<file path="src/rtl/gon_pkg.sv">
// Shared GON payload types and sizing helpers for the per-PE receive path.
package gon_pkg;

  localparam int GON_DATA_WIDTH = 64;
  localparam int GON_TAG_WIDTH  = 4;

  typedef logic [GON_DATA_WIDTH-1:0] gon_word_t;

  // Occupancy counter width: must represent 0..depth inclusive.
  function automatic int gon_cnt_w(input int depth);
    return $clog2(depth) + 1;
  endfunction

endpackage : gon_pkg

</file>
<file path="src/rtl/gon_pe_fifo_if.sv">
// Bus between the MCC/PE side (master) and the per-PE receive FIFO (slave).
interface gon_pe_fifo_if
  import gon_pkg::*;
#(
  parameter int DATA_WIDTH = GON_DATA_WIDTH,
  parameter int DEPTH      = 4
);

  localparam int CW = gon_cnt_w(DEPTH);

  logic                  wr_en;
  logic [DATA_WIDTH-1:0] wr_data;
  logic                  ready;
  logic                  almost_full;
  logic                  rd_valid;
  logic [DATA_WIDTH-1:0] rd_data;
  logic                  rd_ready;
  logic [CW-1:0]         count;
  logic                  overflow;

  modport master (
    output wr_en, wr_data, rd_ready,
    input  ready, almost_full, rd_valid, rd_data, count, overflow
  );

  modport slave (
    input  wr_en, wr_data, rd_ready,
    output ready, almost_full, rd_valid, rd_data, count, overflow
  );

endinterface : gon_pe_fifo_if

</file>
<file path="src/rtl/gon_fifo_mem.sv">
// DEPTH x DATA_WIDTH register array: one synchronous write port, one async read port, no reset.
module gon_fifo_mem #(
  parameter int DATA_WIDTH = 64,
  parameter int DEPTH      = 4
) (
  input  logic                         link_clk,
  input  logic                         we_i,
  input  logic [$clog2(DEPTH)-1:0]     waddr_i,
  input  logic [DATA_WIDTH-1:0]        wdata_i,
  input  logic [$clog2(DEPTH)-1:0]     raddr_i,
  output logic [DATA_WIDTH-1:0]        rdata_o
);

  logic [DATA_WIDTH-1:0] mem_q [DEPTH];

  always_ff @(posedge link_clk) begin
    if (we_i) begin
      mem_q[waddr_i] <= wdata_i;
    end
  end

  assign rdata_o = mem_q[raddr_i];

endmodule : gon_fifo_mem

</file>
<file path="src/rtl/gon_pe_fifo.sv">
// Per-PE FWFT receive FIFO behind the GON multicast controller.
// Optional high-water-mark output under GON_PE_FIFO_STATS_EN.
module gon_pe_fifo
  import gon_pkg::*;
#(
  parameter int DATA_WIDTH = GON_DATA_WIDTH,
  parameter int DEPTH      = 4,
  parameter int AF_LEVEL   = DEPTH - 1
) (
  input  logic                 link_clk,
  input  logic                 reset,
  gon_pe_fifo_if.slave         bus
`ifdef GON_PE_FIFO_STATS_EN
  ,
  output logic [$clog2(DEPTH):0] hwm
`endif
);

  localparam int AW = $clog2(DEPTH);
  localparam int CW = gon_cnt_w(DEPTH);
  localparam logic [CW-1:0] FULL_CNT = CW'(DEPTH);
  localparam logic [CW-1:0] AF_CNT   = CW'(AF_LEVEL);

  logic [AW-1:0]         wr_ptr_q, wr_ptr_d;
  logic [AW-1:0]         rd_ptr_q, rd_ptr_d;
  logic [CW-1:0]         count_q, count_d;
  logic                  overflow_q, overflow_d;
  logic                  full, empty;
  logic                  wr_acc, rd_acc;
  logic [DATA_WIDTH-1:0] head;

  assign full   = (count_q == FULL_CNT);
  assign empty  = (count_q == '0);
  assign wr_acc = bus.wr_en & ~full;
  assign rd_acc = bus.rd_ready & ~empty;

  always_comb begin
    wr_ptr_d   = wr_ptr_q;
    rd_ptr_d   = rd_ptr_q;
    count_d    = count_q;
    overflow_d = overflow_q | (bus.wr_en & full);
    if (wr_acc) wr_ptr_d = wr_ptr_q + AW'(1);
    if (rd_acc) rd_ptr_d = rd_ptr_q + AW'(1);
    case ({wr_acc, rd_acc})
      2'b10:   count_d = count_q + CW'(1);
      2'b01:   count_d = count_q - CW'(1);
      default: count_d = count_q;
    endcase
  end

  always_ff @(posedge link_clk or negedge reset) begin
    if (!reset) begin
      wr_ptr_q   <= '0;
      rd_ptr_q   <= '0;
      count_q    <= '0;
      overflow_q <= 1'b0;
    end else begin
      wr_ptr_q   <= wr_ptr_d;
      rd_ptr_q   <= rd_ptr_d;
      count_q    <= count_d;
      overflow_q <= overflow_d;
    end
  end

  gon_fifo_mem #(
    .DATA_WIDTH (DATA_WIDTH),
    .DEPTH      (DEPTH)
  ) u_mem (
    .link_clk (link_clk),
    .we_i     (wr_acc),
    .waddr_i  (wr_ptr_q),
    .wdata_i  (bus.wr_data),
    .raddr_i  (rd_ptr_q),
    .rdata_o  (head)
  );

  // Zero the head while empty so unwritten storage never reaches the PE.
  assign bus.rd_data     = empty ? '0 : head;
  assign bus.rd_valid    = ~empty;
  assign bus.ready       = ~full;
  assign bus.almost_full = (count_q >= AF_CNT);
  assign bus.count       = count_q;
  assign bus.overflow    = overflow_q;

`ifdef GON_PE_FIFO_STATS_EN
  logic [CW-1:0] hwm_q, hwm_d;

  always_comb begin
    hwm_d = hwm_q;
    if (count_q > hwm_q) hwm_d = count_q;
  end

  always_ff @(posedge link_clk or negedge reset) begin
    if (!reset) hwm_q <= '0;
    else        hwm_q <= hwm_d;
  end

  assign hwm = hwm_q;
`endif

endmodule : gon_pe_fifo

</file>
<file path="src/flat_wrapper.sv">
// flat-port wrapper written by rule: the top's interface ports become plain ports
module gon_pe_fifo_flat import gon_pkg::*;
#(
  parameter int DATA_WIDTH = GON_DATA_WIDTH,
  parameter int DEPTH      = 4,
  parameter int AF_LEVEL   = DEPTH - 1
)
  (link_clk, reset, bus_wr_en, bus_wr_data, bus_rd_ready, bus_ready, bus_almost_full, bus_rd_valid, bus_rd_data, bus_count, bus_overflow);
  gon_pe_fifo_if #(.DATA_WIDTH(DATA_WIDTH), .DEPTH(DEPTH)) bus_i ();
  input  logic link_clk;
  input  logic reset;
  input wire logic [$bits(bus_i.wr_en)-1:0] bus_wr_en;
  input wire logic [$bits(bus_i.wr_data)-1:0] bus_wr_data;
  input wire logic [$bits(bus_i.rd_ready)-1:0] bus_rd_ready;
  output wire logic [$bits(bus_i.ready)-1:0] bus_ready;
  output wire logic [$bits(bus_i.almost_full)-1:0] bus_almost_full;
  output wire logic [$bits(bus_i.rd_valid)-1:0] bus_rd_valid;
  output wire logic [$bits(bus_i.rd_data)-1:0] bus_rd_data;
  output wire logic [$bits(bus_i.count)-1:0] bus_count;
  output wire logic [$bits(bus_i.overflow)-1:0] bus_overflow;
  assign bus_i.wr_en = bus_wr_en;
  assign bus_i.wr_data = bus_wr_data;
  assign bus_i.rd_ready = bus_rd_ready;
  assign bus_ready = bus_i.ready;
  assign bus_almost_full = bus_i.almost_full;
  assign bus_rd_valid = bus_i.rd_valid;
  assign bus_rd_data = bus_i.rd_data;
  assign bus_count = bus_i.count;
  assign bus_overflow = bus_i.overflow;
  gon_pe_fifo #(.DATA_WIDTH(DATA_WIDTH), .DEPTH(DEPTH), .AF_LEVEL(AF_LEVEL)) u_core (.link_clk(link_clk), .reset(reset), .bus(bus_i));
endmodule
</file>
<file path="config.mk">
export PLATFORM = sky130hd
export DESIGN_NAME = gon_pe_fifo_flat
export DESIGN_NICKNAME = d
export VERILOG_FILES = /design/src/rtl/gon_pkg.sv /design/src/rtl/gon_pe_fifo_if.sv /design/src/rtl/gon_fifo_mem.sv /design/src/rtl/gon_pe_fifo.sv /design/src/flat_wrapper.sv
export SDC_FILE = /design/constraint.sdc
export NUM_CORES = 1
export LEC_CHECK = 0
export ABC_AREA = 0
export CAP_MARGIN = 25
export CORE_MARGIN = 8
export CORE_UTILIZATION = 63
export DETAILED_ROUTE_END_ITERATION = 7
export DONT_BUFFER_PORTS = 1
export PLACE_DENSITY = 0.79
export SLEW_MARGIN = 20
export SYNTH_ARGS = -nofsm -noshare
export SYNTH_HDL_FRONTEND = slang
export SYNTH_HIERARCHICAL = 1
export SYNTH_SLANG_ARGS = --single-unit
</file>
<file path="constraint.sdc">
create_clock -name link_clk -period 8.21 [get_ports link_clk]
set_input_delay 1.2315 -clock link_clk [delete_from_list [all_inputs] [get_ports link_clk]]
set_output_delay 1.2315 -clock link_clk [all_outputs]
set_load 0.02 [all_outputs]
</file>
### Word-level counts from Yosys, hierarchy flattened

Memory sizes are Yosys's and may differ from the RTL's.
Cells that the tools add are included.

* bits in registers: 8
* input bits: 68
* memories: 1
* RAM bits: 256
* logic and storage cells: 25
* output and inout port bits: 71

* equal/unequal tests: 3
* reductions and logical operators: 2
* bitwise logic cells: 6
* $add $sub $neg: 4
* $lt $le $gt $ge: 1
* muxes and demuxes: 4

Memory list
* u_core.u_mem.mem_q: depth 4, bits a word 64, rd ports 1, clocked after Yosys merged registers in 0, wr ports 1, line gon_fifo_mem.sv:14 `logic [DATA_WIDTH-1:0] mem_q [DEPTH];`

Operators with widths (count)
* 64-bit two-way mux: 1
* 3-bit one-hot mux with 2 select lines: 1
* 2-bit by 1-bit adder with 2-bit output (second input constant): 2
* 3-bit by 1-bit adder with 3-bit output (second input constant): 1
* 1-bit bitwise AND: 3
* 3-bit equality test (second input constant): 1
* 3-bit by 2-bit >= comparator with 1-bit output (second input constant): 1
* 3-bit logical NOT: 1
* 3-bit by 1-bit subtractor with 3-bit output (second input constant): 1
* 2-bit by 1-bit equality test with 1-bit output (second input constant): 1
* 2-bit equality test (second input constant): 1
* 1-bit two-way mux: 2
* 1-bit inverter: 2
* 2-bit nonzero test: 1
* 1-bit OR: 1

### Logic depth before layout (Yosys ltp)

Gate-level depths: netlist of run 1.

* depth after elaboration: 5
* mapped depth: 8
* depth with buffers taken out: 8

### Cells and area by module

Netlist of run 1, hierarchy kept.

Modules (own cells, without submodules)
* gon_fifo_mem: instances 1, cells each 338, area each 9341.5 um^2, seq. area each 7687.4 um^2
* gon_pe_fifo: instances 1, cells each 102, area each 847.1 um^2, seq. area each 200.2 um^2

### Worst setup path after synthesis of run 1

No wires, ideal clock.

* path kind: input to register
* start point: input bus_wr_en
* end point: memory u_core.u_mem.mem_q[0][0] (enable)
* setup time: 578 ps
* stages on the path: 3
* buffers on the path: 0
* data required time: 7632 ps
* setup slack: 1627 ps
* arrival: 6005 ps
* cells stage by stage: nand2_2 > inv_1 > nor3b_1

* longest elaborated chain between the ends: 3

RTL lines
* start: declaration: line flat_wrapper.sv:12 `input wire logic [$bits(bus_i.wr_en)-1:0] bus_wr_en;`
* 1-bit bitwise AND: line gon_pe_fifo.sv:34 `assign wr_acc = bus.wr_en & ~full;`
* named net u_core.wr_acc: line gon_pe_fifo.sv:29 `logic wr_acc, rd_acc;`
* 1-bit two-way mux: line gon_fifo_mem.sv:17 `if (we_i) begin`
* 1-bit two-way mux (implied by the code): line gon_fifo_mem.sv:18 `mem_q[waddr_i] <= wdata_i;`
* end: declaration: line gon_fifo_mem.sv:14

The timed path passes the listed nets, and every way through them passes these cells.

### Worst setup path after layout of run 1

* start point: register u_core.rd_ptr_q[0]
* end point: output bus_rd_data[63]

* longest elaborated chain between the ends: 2

RTL lines
* start: declaration: line gon_pe_fifo.sv:25 `logic [AW-1:0] rd_ptr_q, rd_ptr_d;`
* start signal: assignment: line gon_pe_fifo.sv:59 `rd_ptr_q <= rd_ptr_d;`
* memory read 4 x 64 bit
* named net u_core.head[63]: line gon_pe_fifo.sv:30 `logic [DATA_WIDTH-1:0] head;`
* 64-bit two-way mux: line gon_pe_fifo.sv:78 `assign bus.rd_data = empty ? '0 : head;`
* end: declaration: line flat_wrapper.sv:18 `output wire logic [$bits(bus_i.rd_data)-1:0] bus_rd_data;`

The timed path passes the listed nets, and every way through them passes these cells.

==> impl_metrics.csv, run 1 <==
group,metric,value,unit
synthesis,synth_fp_nets,510,
synthesis,ys_warn_count,6,
floorplanning,ios,139,
detailed_routing,first_iter_violations,294,
synthesis,ys.flop_type,"edfxtp_1",
floorplanning,die_w,143,um
detailed_routing,drt-total-wl,16900,um
sta,grt_setup_unrepaired,"no",
job,max_cap_viol_count,0,
pwr,power_frac_seq,45.5,%
placement,gp_congestion,0.724,
synthesis,netlist_instances,440,
hold_path,min_path_type,"input pin to async pin",
sta,finalMaxSlewViolations,0,
cts,post_cts_resized,0,
detailed_routing,drc_errors,0,
detailed_routing,postRouteAntennaNets,0,
final_layout,drive_gt1_share,22.7,%
sta,slew_headroom,31.2,%
worst_setup_path,rrSetupSlack,5610,ps
cts,insertion_delay,500,ps
detailed_routing,vias_per_cell,6.05,
synthesis,synth_most_common_cell,"edfxtp_1",
grt,grt_pass1_vias,4612,
worst_setup_path,slowest_stage,"dfrtp_4",
worst_setup_path,cp-end-kind,"output port",
grt,antenna_found_initial,0,
synthesis,synth_area_leaders,"edfxtp_1 75%, mux4_2 13%, and2_1 4.0%",
pwr,power.leakage,3.51,nW
pwr,combPwrFrac,30.7,%
worst_setup_path,path_class,"flop to output port",
worst_setup_path,crit_family,"flip-flops",
worst_setup_path,r2r_cells,8,
sta,fmax,0.241,GHz
cts,clkTransAtPathRegs,60,ps
worst_setup_path,crit_buf_inv,1,
cts,cts_tree,"built",
worst_setup_path,rr_startpoint,"u_core/bus.count[2]",
sta,worstMarginPinSlew,1030,ps
synthesis,syn_area_per_cell,23.2,um^2
outcome,outcome,"finished clean",
sta,finalHoldViolations,0,
sta,fin_crit,4150,ps
pwr,p_sw_share,32.7,%
cts,cts_hold_buf,0,
pwr,power_density,387,mW/mm^2
synthesis,syn_area,0.0102,mm^2
sta,finalSetupTns,0,ps
detailed_routing,dr_total_vias,4128,
synthesis,ys_ff_latch,264,
final_layout,fin_cells,682,
pwr,p_sw,1.40,mW
grt,track_usage,17.0,%
sta,period_share,50.5,%
synthesis,synthTopCellsByCount,"256 x edfxtp_1, 65 x and2_1, 60 x mux4_2",
floorplanning,start_util,64.4,%
synthesis,yosysSeqAreaShare,77.4,%
synthesis,yosys.area.top_type,"edfxtp_1",
cts,cts_made_buffers,25,
synthesis,netlist.area_leader.share,75.5,%
floorplanning,dieHeight,143,um
placement,port_buffers,0,
floorplanning,num_rows,46,
floorplanning,die_area,0.0205,mm^2
synthesis,synth-edff-count,256,
pwr,p_clk_share,23.8,%
grt,grt_pass1_wl,26100,um
cts,clk_path_buf_depth,3,
synthesis,synth_cell_types,26,
cts,cts_setup_buffers,0,
sta,skew,7.68,ps
worst_setup_path,cp.required,6980,ps
floorplanning,coreArea,0.0158,mm^2
final_layout,fin_nets,522,
worst_setup_path,max_stage_delay,850,ps
detailed_routing,routedWlPerCell,24.8,um
detailed_routing,dr.pass1.iters,4,
sta,setup_viol,0,
pwr,internal_power,2.87,mW
worst_setup_path,reg2reg_to,"u_core/bus.count[2]",
cts,clock_sinks,264,
cts,root_buffer,"clkbuf_16",
placement,detailed_place_hpwl,9880,um
final_layout,antenna-diode-count,0,
synthesis,async_reset_ff_share,3.03,%
grt,overflow,0,
pwr,peakVddDrop,0.246,mV
final_layout,syn_to_final_growth,8.35,%
worst_setup_path,crit_chain,"buf_4 -> mux4_1 -> and2_1",
pwr,finalPower,4.27,mW
cts,h-tree-depth,1,
worst_setup_path,critical_path.startpoint_type,"flop",
worst_setup_path,crit_arrival,2910,ps
placement,dp.cells,641,
grt,grt_max_degree,68,
worst_setup_path,cp_max_fo,34,
state kept, by name (all words and copies together), names as in the netlist:
signal / count
u_core/bus.count: 3
u_core/rd_ptr_q: 2
u_core/bus.overflow: 1
u_core/u_mem/mem_q: 256
u_core/wr_ptr_q: 2
power groups by stage:
| stage | Combinational, mW | Sequential (mW) | Clock, mW |
|---|---|---|---|
| after floorplan | 1.25 | 1.89 | 0 |
| after global placement | 1.32 | 1.97 | 0 |
| after detailed placement | 1.34 | 1.98 | 0 |
| after CTS | 1.35 | 1.95 | 1.04 |
| after global routing | 1.41 | 1.98 | 1.09 |
| final | 1.31 | 1.94 | 1.02 |
kinds of logic after synthesis:
family	after synthesis	share of synthesized area (%)
xor+xnor	7	0.602
mux	65	14.4
fa+ha+maj	2	0.319
buf+inv	25	2.41
compound gates	2	0.172
flops	264	77.4
simple gates	75	4.69
per-stage QoR:
step | utilization (%) | setup slack (ps) | instance area (um^2) | hold slack (ps)
final | 69.7 | 4060 | 11000 | 421
after global routing | 69.7 | 3790 | 11000 | 391
after CTS | 69.7 | 3950 | 11000 | 400
after detailed placement | 65.2 | 4490 | 10300 | 598
after global placement | 65.0 | 4500 | 10300 | 535
after floorplan | - | 1630 | 10200 | 444
per-layer routing:
layer  global-route usage, %  routed length, um
met2                    28.9               8610
met3                    6.98               1670
met5                       0                  0
met4                    4.36                371
met1                    19.7               6240
placed cells by master (no fill, tap or decap), types with 4 or more instances in the layout:
cell type  synthesis  final
and2_1            65     65
buf_4              0      4
clkbuf_1           2      6
clkbuf_16          0     25
clkinv_1           0      4
clkinv_2           0      5
dfrtp_1            8      6
edfxtp_1         256    256
inv_1              4      4
mux4_1             4      4
mux4_2            60     60
xnor2_1            4      4
how the worst max path moves through the flow:
stage                                   from                        to  slack, ps  depth (start not counted)
after floorplan                    bus_wr_en  u_core/u_mem/mem_q[0][0]       1630                          3
after CTS                 u_core/rd_ptr_q[0]           bus_rd_data[63]       3950                          3
after detailed placement  u_core/rd_ptr_q[0]           bus_rd_data[63]       4490                          3
after global placement    u_core/rd_ptr_q[0]            bus_rd_data[1]       4500                          3
final                     u_core/rd_ptr_q[0]           bus_rd_data[63]       4060                          3
after global routing      u_core/rd_ptr_q[0]           bus_rd_data[63]       3790                          3
cell type report:
cell class	count	area, um^2
multi-input cells	151	2070
well taps	216	270
fillers	945	4790
clock buffers	31	648
flip-flops and latches	264	7890
repair buffers	6	70.1
inverters	4	15.0
clock inverters	10	70.1
(Power assumes the default switching activity.)
==> inputs of run 2 (changes only) <==
CORE_UTILIZATION = 57   (was 63)
PLACE_DENSITY = 0.75   (was 0.79)
clock period = 3.6 ns   (was 8.21 ns; I/O delays follow)
==> run 2 against run 1 <==
  * Sequential power rose by 120%
  * Worst setup slack got worse by 3400 ps
  * Global-route usage fell by 1.0 points
  * Critical path depth did not move
  * Clock-buffer cell count fell by 1
  * Critical endpoint unchanged
  * Total power rose by 140%
  * Non-clock buffer count rose by 3
  * Clock skew rose by 1.9 ps
  * Design area rose by 1.8%
  * Worst hold slack got worse by 300 ps
  * First-iteration DRC count fell by 33%
  * Utilization fell by 6.6 points
==> impl_metrics.csv, run 2 (synthesized netlist as in run 1, its figures left out) <==
group,metric,value,unit
cts,post_cts_resized,0,
detailed_routing,first_iter_violations,198,
worst_setup_path,cp_max_fo,38,
cts,insertion_delay,510,ps
floorplanning,num_rows,49,
pwr,peakVddDrop,0.542,mV
final_layout,fin_cells,706,
hold_path,min_path_type,"input pin to flop",
detailed_routing,dr_total_vias,4173,
floorplanning,coreArea,0.0178,mm^2
grt,grt_max_degree,68,
worst_setup_path,cp.required,3060,ps
detailed_routing,postRouteAntennaNets,0,
final_layout,antenna-diode-count,0,
cts,clock_sinks,264,
worst_setup_path,critical_path.startpoint_type,"flop",
detailed_routing,routedWlPerCell,25.1,um
final_layout,fin_area,0.0112,mm^2
cts,root_buffer,"clkbuf_16",
cts,clkTransAtPathRegs,60,ps
grt,overflow,0,
cts,h-tree-depth,1,
worst_setup_path,path_class,"flop to output port",
final_layout,largest_register_ffs,256,
cts,cts_tree,"built",
detailed_routing,drt-total-wl,17700,um
sta,finalSetupTns,0,ps
grt,track_usage,15.9,%
placement,dp.cells,656,
pwr,power_density,903,mW/mm^2
cts,clk_path_buf_depth,3,
final_layout,final_common_cell,"edfxtp_1",
final_layout,largest-register,"u_core/u_mem/mem_q",
grt,antenna_found_initial,0,
cts,cts_made_buffers,27,
final_layout,final_cell_mix,"256 x edfxtp_1, 65 x and2_1, 60 x mux4_2",
worst_setup_path,cp-end-kind,"output port",
detailed_routing,vias_per_cell,5.91,
final_layout,finish.utilization,63.2,%
floorplanning,ios,139,
floorplanning,dieHeight,150,um
worst_setup_path,crit_arrival,2390,ps
floorplanning,die_w,150,um
sta,slew_headroom,34.0,%
job,max_cap_viol_count,0,
sta,grt_setup_unrepaired,"no",
sta,worstMarginPinSlew,990,ps
placement,detailed_place_hpwl,10200,um
sta,fin_crit,2930,ps
detailed_routing,drc_errors,0,
final_layout,syn_to_final_growth,10.3,%
pwr,power.leakage,3.59,nW
final_layout,fin_nets,527,
grt,grt_pass1_vias,4701,
sta,finalMaxSlewViolations,0,
sta,finalHoldViolations,0,
sta,period_share,81.3,%
sta,setup_viol,0,
pwr,finalPower,10.1,mW
placement,port_buffers,0,
sta,fmax,0.342,GHz
final_layout,drive_gt1_share,24.1,%
placement,gp_congestion,0.769,
floorplanning,die_area,0.0224,mm^2
detailed_routing,dr.pass1.iters,4,
placement,place_area,0.0104,mm^2
sta,skew,9.53,ps
outcome,outcome,"finished clean",
grt,grt_pass1_wl,27100,um
floorplanning,start_util,57.3,%
-- run 2: changes by cell type in the layout (fill, tap and decap cells not counted), sizes merged --
cell         previous run  this run
bufinv                  1         3
clkbuf                 31        30
buf                     6         8
dlygate4sd3             0         1
clkinv                  9        15
clkinvlp                0         1
-- run 2: metal layers --
| layer | routed length (um) | track usage, % | vias up |
|---|---|---|---|
| li1 | - | - | 1827 |
| met1 | 6380 | 17.9 | 2184 |
| met2 | 9290 | 28.1 | 139 |
| met3 | 1740 | 5.84 | 23 |
| met4 | 281 | 4.55 | 0 |
| met5 | 0 | 0 | - |
-- run 2: worst max-delay path, stage by stage (launching register included) --
cell and delay (ps):
dfrtp_4 660, buf_12 340, mux4_1 600, and2_1 230
-- run 2: worst paths after layout --
check / start / to / slack [ps] / cells after the start
max in group asynchronous: reset / u_core/rd_ptr_q[0] / 2910 / 1
worst max-delay path: u_core/rd_ptr_q[0] / bus_rd_data[63] / 670 / 3
worst min register to register: u_core/wr_ptr_q[1] / u_core/wr_ptr_q[1] / 620 / 1
worst min-delay path: bus_wr_data[61] / u_core/u_mem/mem_q[1][61] / 120 / 0
worst max register to register: u_core/bus.count[2] / u_core/bus.count[2] / 980 / 8
min in group asynchronous: reset / u_core/bus.count[0] / 380 / 1
-- run 2: stage by stage --
| step | setup WS [ps] | hold WS [ps] |
|---|---|---|
| after floorplan | 516 | 244 |
| after global placement | 1020 | 245 |
| after detailed placement | 960 | 245 |
| after CTS | 596 | 97.4 |
| after global routing | 505 | 93.9 |
| final | 674 | 121 |
-- run 2: where the power goes --
group | leakage (nW) | switching, mW | internal [mW]
Sequential | 2.43 | 0.258 | 4.08
Clock | 0.419 | 1.07 | 1.58
Combinational | 0.741 | 1.98 | 1.18
-- run 2: final cells by class --
class | count | area [um^2]
Multi-Input combinational cell | 151 | 2080
Timing Repair Buffer | 9 | 108
Inverter | 4 | 15.0
Sequential cell | 264 | 7890
Clock inverter | 19 | 166
Fill cell | 1180 | 6550
Clock buffer | 30 | 687
Tap cell | 229 | 287
-- run 2: repair_timing --
item	in CTS	in global routing
hold buffers	1	0
setup endpoints to repair	0	0
hold endpoints to repair	8	0
setup buffers	0	0
